<file path="config.mk">
export PLATFORM = sky130hd
export DESIGN_NAME = sram_axi_bridge
export DESIGN_NICKNAME = d
export VERILOG_FILES = /design/src/rtl/sram_axi_pkg.sv /design/src/rtl/sram_axi_bridge_axi_wr_channel.sv /design/src/rtl/sram_axi_bridge.sv
export SDC_FILE = /design/constraint.sdc
export NUM_CORES = 1
export LEC_CHECK = 0
export CAP_MARGIN = 20
export CORE_AREA = 3 3 149 151
export DETAILED_ROUTE_END_ITERATION = 10
export DIE_AREA = 0 0 152 154
export REMOVE_ABC_BUFFERS = 1
export SYNTH_ARGS = -nofsm -noshare
export SYNTH_HDL_FRONTEND = slang
export SYNTH_HIERARCHICAL = 1
export SYNTH_SLANG_ARGS = --single-unit
export TNS_END_PERCENT = 1
</file>
<file path="constraint.sdc">
create_clock -name clk -period 3.2 [get_ports clk]
set_input_delay 0.32 -clock clk [delete_from_list [all_inputs] [get_ports clk]]
set_output_delay 0.32 -clock clk [all_outputs]
set_load 0.005 [all_outputs]
</file>
<file path="src/rtl/sram_axi_pkg.sv">
// rtl/sram_axi_pkg.sv - shared IDs, FSM encodings and fixed AXI fields for the SRAM-to-AXI bridge
package sram_axi_pkg;

    localparam logic [3:0] ID_INST = 4'd0;
    localparam logic [3:0] ID_DATA = 4'd1;

    typedef enum logic {
        AR_IDLE = 1'b0,
        AR_REQ  = 1'b1
    } ar_state_t;

    typedef enum logic [1:0] {
        W_IDLE = 2'd0,
        W_SEND = 2'd1,
        W_RESP = 2'd2
    } w_state_t;

    localparam logic [7:0] AXI_LEN   = 8'd0;
    localparam logic [1:0] AXI_BURST = 2'b01;
    localparam logic [1:0] AXI_LOCK  = 2'b00;
    localparam logic [3:0] AXI_CACHE = 4'd0;
    localparam logic [2:0] AXI_PROT  = 3'd0;

endpackage

</file>
<file path="src/rtl/sram_axi_bridge_axi_wr_channel.sv">
// rtl/sram_axi_bridge_axi_wr_channel.sv - single-outstanding store sequencer driving AW/W/B
// Ports: store request + payload in, accept/idle/done status out, AW and W channels out,
// B channel in. accept is combinational; done pulses in the B handshake cycle.
module axi_wr_channel
    import sram_axi_pkg::*;
(
    input  logic        clk,
    input  logic        resetn,
    input  logic        req,
    input  logic        block,
    input  logic [31:0] addr,
    input  logic [1:0]  size,
    input  logic [3:0]  strb,
    input  logic [31:0] data,
    output logic        accept,
    output logic        idle,
    output logic        done,
    output logic [3:0]  awid,
    output logic [31:0] awaddr,
    output logic [2:0]  awsize,
    output logic        awvalid,
    input  logic        awready,
    output logic [3:0]  wid,
    output logic [31:0] wdata,
    output logic [3:0]  wstrb,
    output logic        wlast,
    output logic        wvalid,
    input  logic        wready,
    input  logic [3:0]  bid,
    input  logic        bvalid
);

    w_state_t    state, state_next;
    logic        aw_done, w_done;
    logic        aw_fire, w_fire, b_fire;
    logic [31:0] addr_q, data_q;
    logic [1:0]  size_q;
    logic [3:0]  strb_q;

    assign idle    = (state == W_IDLE);
    assign accept  = idle & req & ~block;
    assign awvalid = (state == W_SEND) & ~aw_done;
    assign wvalid  = (state == W_SEND) & ~w_done;
    assign aw_fire = awvalid & awready;
    assign w_fire  = wvalid & wready;
    assign b_fire  = (state == W_RESP) & bvalid & (bid == ID_DATA);
    assign done    = b_fire;

    assign awid   = ID_DATA;
    assign wid    = ID_DATA;
    assign awaddr = addr_q;
    assign awsize = {1'b0, size_q};
    assign wdata  = data_q;
    assign wstrb  = strb_q;
    assign wlast  = 1'b1;

    always_ff @(posedge clk or negedge resetn) begin
        if (!resetn) state <= W_IDLE;
        else         state <= state_next;
    end

    always_comb begin
        state_next = state;
        case (state)
            W_IDLE: if (accept) state_next = W_SEND;
            // A handshake landing in this very cycle counts as done.
            W_SEND: if ((aw_done | aw_fire) & (w_done | w_fire)) state_next = W_RESP;
            W_RESP: if (b_fire) state_next = W_IDLE;
            default: state_next = W_IDLE;
        endcase
    end

    always_ff @(posedge clk or negedge resetn) begin
        if (!resetn) begin
            aw_done <= 1'b0;
            w_done  <= 1'b0;
            addr_q  <= '0;
            data_q  <= '0;
            size_q  <= '0;
            strb_q  <= '0;
        end else if (accept) begin
            aw_done <= 1'b0;
            w_done  <= 1'b0;
            addr_q  <= addr;
            data_q  <= data;
            size_q  <= size;
            strb_q  <= strb;
        end else begin
            if (aw_fire) aw_done <= 1'b1;
            if (w_fire)  w_done  <= 1'b1;
        end
    end

endmodule

</file>
<file path="src/rtl/sram_axi_bridge.sv">
// rtl/sram_axi_bridge.sv - arbitrates inst/data SRAM-like ports onto one AXI3 master
// Ports: inst_sram_* fetch port, data_sram_* load/store port, full AXI3 master
// (AR/R/AW/W/B). Reads are tagged by ID; one store in flight at a time.
module sram_axi_bridge
    import sram_axi_pkg::*;
(
    input  logic        clk,
    input  logic        resetn,
    input  logic        inst_sram_req,
    input  logic [31:0] inst_sram_addr,
    input  logic [1:0]  inst_sram_size,
    output logic        inst_sram_addr_ok,
    output logic        inst_sram_data_ok,
    output logic [31:0] inst_sram_rdata,
    input  logic        data_sram_req,
    input  logic        data_sram_wr,
    input  logic [1:0]  data_sram_size,
    input  logic [3:0]  data_sram_wstrb,
    input  logic [31:0] data_sram_addr,
    input  logic [31:0] data_sram_wdata,
    output logic        data_sram_addr_ok,
    output logic        data_sram_data_ok,
    output logic [31:0] data_sram_rdata,
    output logic [3:0]  arid,
    output logic [31:0] araddr,
    output logic [7:0]  arlen,
    output logic [2:0]  arsize,
    output logic [1:0]  arburst,
    output logic [1:0]  arlock,
    output logic [3:0]  arcache,
    output logic [2:0]  arprot,
    output logic        arvalid,
    input  logic        arready,
    input  logic [3:0]  rid,
    input  logic [31:0] rdata,
    input  logic [1:0]  rresp,
    input  logic        rlast,
    input  logic        rvalid,
    output logic        rready,
    output logic [3:0]  awid,
    output logic [31:0] awaddr,
    output logic [7:0]  awlen,
    output logic [2:0]  awsize,
    output logic [1:0]  awburst,
    output logic [1:0]  awlock,
    output logic [3:0]  awcache,
    output logic [2:0]  awprot,
    output logic        awvalid,
    input  logic        awready,
    output logic [3:0]  wid,
    output logic [31:0] wdata,
    output logic [3:0]  wstrb,
    output logic        wlast,
    output logic        wvalid,
    input  logic        wready,
    input  logic [3:0]  bid,
    input  logic [1:0]  bresp,
    input  logic        bvalid,
    output logic        bready
);

    ar_state_t   ar_state, ar_next;
    logic        inst_pending, data_pending;
    logic        data_rd_sel, inst_sel;
    logic        store_accept, w_idle, store_done;
    logic        ar_holds_data;
    logic [31:0] ar_addr_q;
    logic [1:0]  ar_size_q;
    logic [3:0]  ar_id_q;
    logic        unused_ok;

    assign unused_ok = ^{rresp, bresp};

    assign ar_holds_data = (ar_state == AR_REQ) & (ar_id_q == ID_DATA);

    // A load may not pass an in-flight or just-accepted store (RAW ordering).
    assign data_rd_sel = (ar_state == AR_IDLE) & data_sram_req & ~data_sram_wr
                       & ~data_pending & w_idle & ~store_accept;
    assign inst_sel    = (ar_state == AR_IDLE) & inst_sram_req & ~inst_pending & ~data_rd_sel;

    assign inst_sram_addr_ok = inst_sel;
    assign data_sram_addr_ok = data_rd_sel | store_accept;

    assign inst_sram_data_ok = rvalid & (rid == ID_INST);
    assign data_sram_data_ok = (rvalid & (rid == ID_DATA)) | store_done;
    assign inst_sram_rdata   = rdata;
    assign data_sram_rdata   = rdata;

    assign arvalid = (ar_state == AR_REQ);
    assign araddr  = ar_addr_q;
    assign arsize  = {1'b0, ar_size_q};
    assign arid    = ar_id_q;
    assign arlen   = AXI_LEN;
    assign arburst = AXI_BURST;
    assign arlock  = AXI_LOCK;
    assign arcache = AXI_CACHE;
    assign arprot  = AXI_PROT;
    assign awlen   = AXI_LEN;
    assign awburst = AXI_BURST;
    assign awlock  = AXI_LOCK;
    assign awcache = AXI_CACHE;
    assign awprot  = AXI_PROT;
    assign rready  = 1'b1;
    assign bready  = 1'b1;

    always_ff @(posedge clk or negedge resetn) begin
        if (!resetn) ar_state <= AR_IDLE;
        else         ar_state <= ar_next;
    end

    always_comb begin
        ar_next = ar_state;
        case (ar_state)
            AR_IDLE: if (data_rd_sel | inst_sel) ar_next = AR_REQ;
            AR_REQ:  if (arready) ar_next = AR_IDLE;
            default: ar_next = AR_IDLE;
        endcase
    end

    always_ff @(posedge clk or negedge resetn) begin
        if (!resetn) begin
            ar_addr_q <= '0;
            ar_size_q <= '0;
            ar_id_q   <= ID_INST;
        end else if (data_rd_sel) begin
            ar_addr_q <= data_sram_addr;
            ar_size_q <= data_sram_size;
            ar_id_q   <= ID_DATA;
        end else if (inst_sel) begin
            ar_addr_q <= inst_sram_addr;
            ar_size_q <= inst_sram_size;
            ar_id_q   <= ID_INST;
        end
    end

    // Set and clear never collide: acceptance requires the flag already clear.
    always_ff @(posedge clk or negedge resetn) begin
        if (!resetn) begin
            inst_pending <= 1'b0;
            data_pending <= 1'b0;
        end else begin
            if (inst_sel) inst_pending <= 1'b1;
            else if (rvalid & rlast & (rid == ID_INST)) inst_pending <= 1'b0;
            if (data_rd_sel) data_pending <= 1'b1;
            else if (rvalid & rlast & (rid == ID_DATA)) data_pending <= 1'b0;
        end
    end

    axi_wr_channel u_wr (
        .clk     (clk),
        .resetn  (resetn),
        .req     (data_sram_req & data_sram_wr),
        .block   (data_pending | ar_holds_data),
        .addr    (data_sram_addr),
        .size    (data_sram_size),
        .strb    (data_sram_wstrb),
        .data    (data_sram_wdata),
        .accept  (store_accept),
        .idle    (w_idle),
        .done    (store_done),
        .awid    (awid),
        .awaddr  (awaddr),
        .awsize  (awsize),
        .awvalid (awvalid),
        .awready (awready),
        .wid     (wid),
        .wdata   (wdata),
        .wstrb   (wstrb),
        .wlast   (wlast),
        .wvalid  (wvalid),
        .wready  (wready),
        .bid     (bid),
        .bvalid  (bvalid)
    );

endmodule

</file>
; Word-level counts from Yosys, hierarchy flattened
; Cells that the tools add are included.
[word_totals]
wordCells = 89
in_bits = 159
regBits = 115
output_inout_bits = 230
[classes]
mux = 21
bitwise_logic = 39
n_eq_ne = 8
n_reduce_logical = 8
[op_table]
columns = cell, count
row1 = 32-bit two-way mux, 2
row2 = 1-bit AND, 24
row3 = 4-bit by 1-bit equality test with 1-bit output (second input constant), 3
row4 = 1-bit two-way mux, 10
row5 = 2-bit two-way mux, 5
row6 = 2-bit nonzero test, 5
row7 = 1-bit NOT, 9
row8 = 4-bit two-way mux, 2
row9 = 2-bit != test (second input constant), 3
row10 = 1-bit bitwise OR, 6
row11 = 2-bit one-hot mux with 3 select lines, 1
row12 = 4-bit zero test, 1
row13 = 3-bit AND reduction, 1
row14 = 2-bit by 1-bit equality test with 1-bit output (second input constant), 1
row15 = 2-bit equality test (second input constant), 1
row16 = 2-bit zero test, 1
row17 = 1-bit one-hot mux with 2 select lines, 1

; Longest topological paths before layout
; Gate-level depths: netlist (run 1).
[depth]
ltp_word = 12
mapped_depth = 9
depth_no_buf = 5

; Cells and area by module
; The synthesis (run 1) kept the hierarchy.
[modules_own_cells]
columns = mod, seq_area_each_um2, cells_each, instances, area_per_inst_um2
row1 = axi_wr_channel, 1851.8, 181, 1, 2966.6
row2 = sram_axi_bridge, 950.9, 247, 1, 2751.4

; Worst setup path after synthesis (run 1)
; Ideal clock, no wire load.
[synth_path]
kind = reg-to-output
from = reg ar_state, in the netlist arvalid
to = out inst_sram_addr_ok
path_slack_ns = 1.013
path_stages_with_launch = 10
arrival_time_ns = 1.867
path_cell_list = dfrtp_1 -> nand2_1 -> nand2_1 -> nor4b_4 -> buf_6 -> buf_8 -> or4_4 -> buf_6 -> buf_6 -> and2_1
[synth_via]
elab_chain_len = 8
elab_cells_between_ends = 15
[synth_rtl]
columns = element, line_no
row1 = "start, declared", sram_axi_bridge.sv:62  ; ar_state_t ar_state, ar_next;
row2 = "start signal, assigned", sram_axi_bridge.sv:108  ; else ar_state <= ar_next;
row3 = 1-bit AND, sram_axi_bridge.sv:74  ; assign ar_holds_data = (ar_state == AR_REQ) & (ar_id_q == ID_DATA);
row4 = 1-bit bitwise OR, sram_axi_bridge.sv:153  ; .block (data_pending | ar_holds_data),
row5 = 1-bit NOT, sram_axi_bridge_axi_wr_channel.sv:41  ; assign accept = idle & req & ~block;
row6 = 1-bit AND, sram_axi_bridge_axi_wr_channel.sv:41
row7 = via store_accept, sram_axi_bridge.sv:65  ; logic store_accept, w_idle, store_done;
row8 = 1-bit NOT, sram_axi_bridge.sv:78  ; & ~data_pending & w_idle & ~store_accept;
row9 = 1-bit AND, sram_axi_bridge.sv:78
row10 = 1-bit NOT, sram_axi_bridge.sv:79  ; assign inst_sel = (ar_state == AR_IDLE) & inst_sram_req & ~inst_pending & ~data_rd_sel;
row11 = 1-bit AND, sram_axi_bridge.sv:79
row12 = "end, declared", sram_axi_bridge.sv:12  ; output logic inst_sram_addr_ok,
; The timed path passes the listed nets, and every way through them passes these cells.

; Final worst setup path (run 1)
[layout_path]
from = in data_sram_req
to = out inst_sram_addr_ok
[layout_via]
elab_chain_len = 7
elab_cells_between_ends = 11
[layout_rtl]
columns = element, line_no
row1 = "start, declared", sram_axi_bridge.sv:15  ; input logic data_sram_req,
row2 = 1-bit AND, sram_axi_bridge.sv:152  ; .req (data_sram_req & data_sram_wr),
row3 = 1-bit AND (2 in series), sram_axi_bridge_axi_wr_channel.sv:41
row4 = via store_accept, sram_axi_bridge.sv:65
row5 = 1-bit NOT, sram_axi_bridge.sv:78
row6 = 1-bit AND, sram_axi_bridge.sv:78
row7 = 1-bit NOT, sram_axi_bridge.sv:79
row8 = 1-bit AND, sram_axi_bridge.sv:79
; The timed path passes the listed nets, and every way through them passes these cells.

==> out/summary.txt, run 1 <==
Max cap viols: 0
Synth top area share: 49.0%
# setup viols final: 0
Tmin final: 2.61 ns
Slowest CP cell: or4_4
Cell breakdown of the critical path: clkdlybuf4s50_1 > and2_1 > nor4b_4 > or4_4 > and2_1 > clkdlybuf4s50_1
Vias: 3647
HPWL after detailed placement: 12.4 mm
Clk buf depth: 2
GR Overflow Total: 0
Drt wl/cell: 18.5 µm
Worst slew margin: 32.1%
Remaining routing DRC violations: 0
H-tree levels: 3
Worst-path clk slew: 0.08 ns
Placeable Area: 21000 µm²
Clock Sinks: 112
Post-DRT Antenna Nets: 0
FF-to-FF Start: arvalid
Fin crit share: 81.6%
Seq/Total Area, Yosys: 49.0%
Fmax: 0.383 GHz
CP endpoint kind: output port
Hold Crit Class: in2async
Pwr Density: 830 nW/µm²
Area Overhead vs Synth: 37.7%
Netlist Area Pre-Place: 5720 µm²
Slew @ Worst Pin: 1.02 ns
Final slew viol count: 0
Gr usage total: 13.6%
Warnings, synthesis: 6
Worst Skew: 0.00822 ns
Starting Density: 27.3%
Synth cell types: 31
Largest net degree at the start of global routing: 74
Mapped Cells: 428
Largest stage delay, worst path: 0.56 ns
Clk_lat worst skew: 0.35 ns
Reg2Reg Setup Slack: 0.91 ns
DRT Pass-1 Iters: 4
Worst path bufs/invs: 2
Antenna violations before repair: 0
CP delay by family, top: simple AND/OR/NAND/NOR gates
Num ports: 389
N_diodes: 0
DR vias/cell: 4.17
DIE HEIGHT: 154 µm
Root buf cell: clkbuf_16
Startpoint types: primary input
Fill cells: 2007
CTS Buf Count: 9
Final hold viol count: 0
CTS tree: built
Synth Area per Inst: 13.4 µm²
Reg-to-reg endpoint: u_wr/awaddr[18]
Vias in the first global route: 4029
R2R depth: 5
Die area: 23400 µm²
DRT iter0 DRCs: 67
Register bit total from synthesis: 112
Global-route wire length before repair: 24.3 mm
Detailed Route WL: 16.1 mm
WS Path Type: in2out
Resized Gates After CTS: 0
Most frequent cells in the layout: clkdlybuf4s50_1 (233), dfrtp_1 (112), mux2_2 (77), mux2_1 (56), conb_1 (54)
Num rows: 53
CP Max Fanout: 3
Leak: 3.33 nW
Fin nets: 754
Worst path arrival time: 2.29 ns
Hold_ws: 0.0318 ns
Peak VDD IR: 0.353 mV
Top cells by area, synth: dfrtp_1 (49%), buf_4 (15%), mux2_2 (15%)
Share of layout cells above drive strength 1: 18.2%
Gpl congestion: 0.783
Outcome: completed
RSZ-0062 raised after global routing: no
Crit path required time: 2.88 ns
Post-CTS Setup Bufs: 0
PortBufs: 234
Hold Buf Count CTS: 0
Tot Pwr: 6.54 mW
Leading area contributor after synthesis: dfrtp_1
Commonest non-fill, non-tap cell in the layout: clkdlybuf4s50_1
Die W: 152 µm
sequential cells by signal (all words and copies together) (netlist names):
name	flops
inst_pending	1
u_wr/size_q	2
arvalid	1
u_wr/wdata	32
araddr	32
u_wr/w_done	1
u_wr/state	2
u_wr/wstrb	4
u_wr/aw_done	1
arid	1
data_pending	1
ar_size_q	2
u_wr/awaddr	32
through the flow:
stage          worst slack (ns)  utilization, %  setup TNS [ns]  cell area, µm²  std cells
2_1_floorplan             -1.02               -          -60.05            4840        344
3_3_place_gp              0.567            36.1               0            7570        859
3_5_place_dp              0.510            36.1               0            7570        859
4_1_cts                   0.573            37.6               0            7870        875
5_1_grt                   0.514            37.6               0            7870        875
6_report                  0.588            37.6               0            7870        875
how the worst max path moves through the flow:
stage / startpoint / depth (start not counted) / slack (ns) / to
2_1_floorplan: arvalid / 5 / -1.02 / inst_sram_addr_ok
3_3_place_gp: data_sram_req / 5 / 0.57 / u_wr/awaddr[18]
3_5_place_dp: data_sram_req / 5 / 0.51 / u_wr/awaddr[18]
4_1_cts: data_sram_req / 6 / 0.57 / inst_sram_addr_ok
5_1_grt: arvalid / 6 / 0.51 / inst_sram_addr_ok
6_report: data_sram_req / 6 / 0.59 / inst_sram_addr_ok
power by group:
part | internal [mW] | switching (mW) | total, mW
sequential | 2.12 | 0.377 | 2.50
clock | 0.617 | 0.545 | 1.16
combinational | 2.01 | 0.871 | 2.88
synthesized netlist by cell type (all sizes together):
library cell	n
or4	1
nor2	5
nor3	1
o21ai	2
and2	2
nor3b	1
dfrtp	112
a22o	1
conb	4
mux2	138
nor4b	2
nand2	3
inv	4
buf	134
nand2b	4
nand3b	2
a21o	2
o22ai	2
o31ai	1
and3	1
a21oi	3
nor2b	2
and3b	1
cell families (layout without fill, tap and decap cells):
logic type,Yosys count,after routing,synth area share [%]
buffers and inverters,138,260,19.0
AND/OR/NAND/NOR,25,25,3.04
flip-flops,112,112,49.0
AO/OA/AOI/OAI,11,11,1.20
multiplexers,138,138,27.5
other,4,54,0.263
layer usage:
metal	vias to the layer above	GRT usage (%)	part of all wire (%)
met3	15	9.57	15
met5	-	3.11	0.51
met2	264	19.4	42
li1	1614	-	-
met4	3	3.85	1.2
met1	1751	16.1	41
final cells by class:
class / instances / area [µm²] / area share [%]
Timing Repair Buffer: 240 / 2380 / 30.3
Inverter: 4 / 15.0 / 0.191
Sequential cell: 112 / 2800 / 35.6
Clock inverter: 7 / 77.6 / 0.985
Multi-Input combinational cell: 228 / 2020 / 25.7
Clock buffer: 9 / 225 / 2.86
Tap cell: 275 / 344 / 4.37
(Power assumes the default switching activity.)
==> run 2: changes to the inputs <==
- CORE_AREA: 3 3 149 151 -> 3 3 151 153
- DIE_AREA: 0 0 152 154 -> 0 0 154 156
- clock period: 3.2 -> 2.49 ns (I/O delays scaled with it)
==> out/summary.txt, run 2 (synthesis results as in run 1) <==
DRT Pass-1 Iters: 4 (unchanged)
Cell breakdown of the critical path: nand2_1 > nand2_1 > nor4b_4 > buf_4 > inv_1 > o31ai_1 > clkdlybuf4s50_1 (was clkdlybuf4s50_1 > and2_1 > nor4b_4 > or4_4 > and2_1 > clkdlybuf4s50_1)
Die W: 154 µm (was 152 µm)
Fmax: 0.456 GHz
Hold Crit Class: in2async (unchanged)
Final hold viol count: 0 (unchanged)
Fin nets: 761 (was 754)
Worst slew margin: 56.1% (was 32.1%)
DIE HEIGHT: 156 µm (was 154 µm)
Startpoint types: register (was primary input)
Worst Skew: 0.0101 ns (was 0.00822 ns)
Remaining routing DRC violations: 0 (unchanged)
Fin area: 7950 µm² (was 7870 µm²)
Pwr Density: 1060 nW/µm² (was 830 nW/µm²)
N_diodes: 0 (unchanged)
Cell repeated most along the worst path: nand2_1
Tmin final: 2.19 ns
Global-route wire length before repair: 24.8 mm (was 24.3 mm)
Fin crit share: 88.1%
Fill cells: 2118 (was 2007)
Place WS: 0.0543 ns (was 0.510 ns)
Crit path required time: 2.24 ns (was 2.88 ns)
Gpl congestion: 0.773 (was 0.783)
GR Overflow Total: 0 (unchanged)
WS Path Type: reg2out (was in2out)
Share of layout cells above drive strength 1: 18.9% (was 18.2%)
CP endpoint kind: output port (unchanged)
Die area: 24000 µm² (was 23400 µm²)
Clk buf depth: 2 (unchanged)
Vias in the first global route: 4007 (was 4029)
HPWL after detailed placement: 13.0 mm (was 12.4 mm)
Vias: 3724 (was 3647)
Num ports: 389 (unchanged)
Worst setup margin: 0.297 ns (was 0.588 ns)
Num rows: 54 (was 53)
Post-DP Area: 7630 µm² (was 7570 µm²)
Area Overhead vs Synth: 39.0% (was 37.7%)
DRT iter0 DRCs: 86 (was 67)
Gr usage total: 13.6% (about the same)
Worst path arrival time: 1.94 ns (was 2.29 ns)
Peak VDD IR: 0.471 mV (was 0.353 mV)
CTS tree: built (unchanged)
Starting Density: 26.4% (was 27.3%)
FF-to-FF Start: arid[0] (was arvalid)
Reg-to-reg endpoint: u_wr/awaddr[7] (was u_wr/awaddr[18])
Largest stage delay, worst path: 0.55 ns (was 0.56 ns)
H-tree levels: 3 (unchanged)
PortBufs: 234 (unchanged)
Clk_lat worst skew: 0.35 ns (about the same)
Reg2Reg Setup Slack: 0.45 ns (was 0.91 ns)
Drt wl/cell: 19.0 µm (was 18.5 µm)
Root buf cell: clkbuf_16 (unchanged)
Hold_ws: 0.373 ns (was 0.0318 ns)
Max cap viols: 0 (unchanged)
Outcome: completed (unchanged)
Post-DRT Antenna Nets: 0 (unchanged)
Detailed Route WL: 16.9 mm (was 16.1 mm)
CP Max Fanout: 3 (unchanged)
Worst-path clk slew: 0.08 ns (about the same)
Largest net degree at the start of global routing: 80 (was 74)
Most frequent cells in the layout: clkdlybuf4s50_1 (232), dfrtp_1 (112), mux2_2 (77), mux2_1 (56), conb_1 (54) (was clkdlybuf4s50_1 (233), dfrtp_1 (112), mux2_2 (77), mux2_1 (56), conb_1 (54))
Leak: 3.39 nW (was 3.33 nW)
Final slew viol count: 0 (unchanged)
Final Util: 36.6% (was 37.6%)
Clock Sinks: 112 (unchanged)
Commonest non-fill, non-tap cell in the layout: clkdlybuf4s50_1 (unchanged)
FF+latch area: 2800 µm² (unchanged)
R2R depth: 6 (was 5)
RSZ-0062 raised after global routing: no (unchanged)
Placeable Area: 21700 µm² (was 21000 µm²)
Footprint of the multi-input gates: 2020 µm² (unchanged)
# setup viols final: 0 (unchanged)
DR vias/cell: 4.20 (was 4.17)
Slowest CP cell: clkdlybuf4s50_1 (was or4_4)
Antenna violations before repair: 0 (unchanged)
CTS Buf Count: 9 (unchanged)
Slew @ Worst Pin: 0.658 ns (was 1.02 ns)
==> run 2: per-stage QoR <==
stage / instances / setup TNS (ns) / total power [mW]
final: 887 / 0 / 8.43
after global routing: 887 / 0 / 9.00
after CTS: 887 / 0 / 8.61
after detailed placement: 869 / 0 / 7.05
after global placement: 869 / 0 / 6.93
after floorplan: 344 / -140.09 / 4.60
==> run 2: power breakdown <==
group	switching (mW)	internal [mW]	leakage (nW)
sequential	0.499	2.73	1.35
combinational	1.14	2.60	1.90
clock	0.743	0.714	0.148
==> run 2: layer usage <==
metal / track usage [%] / share of wire [%]
met1: 15.5 / 38
met2: 19.7 / 43
met3: 10.3 / 17
met4: 3.57 / 0.95
met5: 3.57 / 0.37
==> run 2: what timing repair did <==
action | 4_1_cts | 5_1_grt
setup endpoints to repair | 1 | 1
hold buffers | 1 | 0
endpoints found under the hold margin | 33 | 0
buffers inserted | 1 | 0
gates resized for setup | 0 | 1
==> run 2: layout make-up <==
type,instances,share of cell area [%]
clock inverter,7,0.945
inverter,4,0.189
clock buffer,9,2.83
tap,280,4.41
sequential,112,35.3
timing repair buffer,247,30.9
multi-input combinational,228,25.5
==> run 2: worst max path at each step <==
stage	to	slack, ns	from
floorplan	ar_size_q[0]	-1.71	arvalid
CTS	inst_sram_addr_ok	0.02	arid[0]
global route	data_sram_addr_ok	0.18	arid[0]
global placement	inst_sram_addr_ok	0.04	data_sram_wr
finish	data_sram_addr_ok	0.30	arid[0]
detailed placement	inst_sram_addr_ok	0.05	data_sram_wr
==> run 2: worst max-delay path: cells and delay by family (launching register included) <==
family / cells / cell delay, ns
buf+inv: 3 / 0.75
flops: 1 / 0.40
simple gates: 3 / 0.39
compound gates: 1 / 0.06
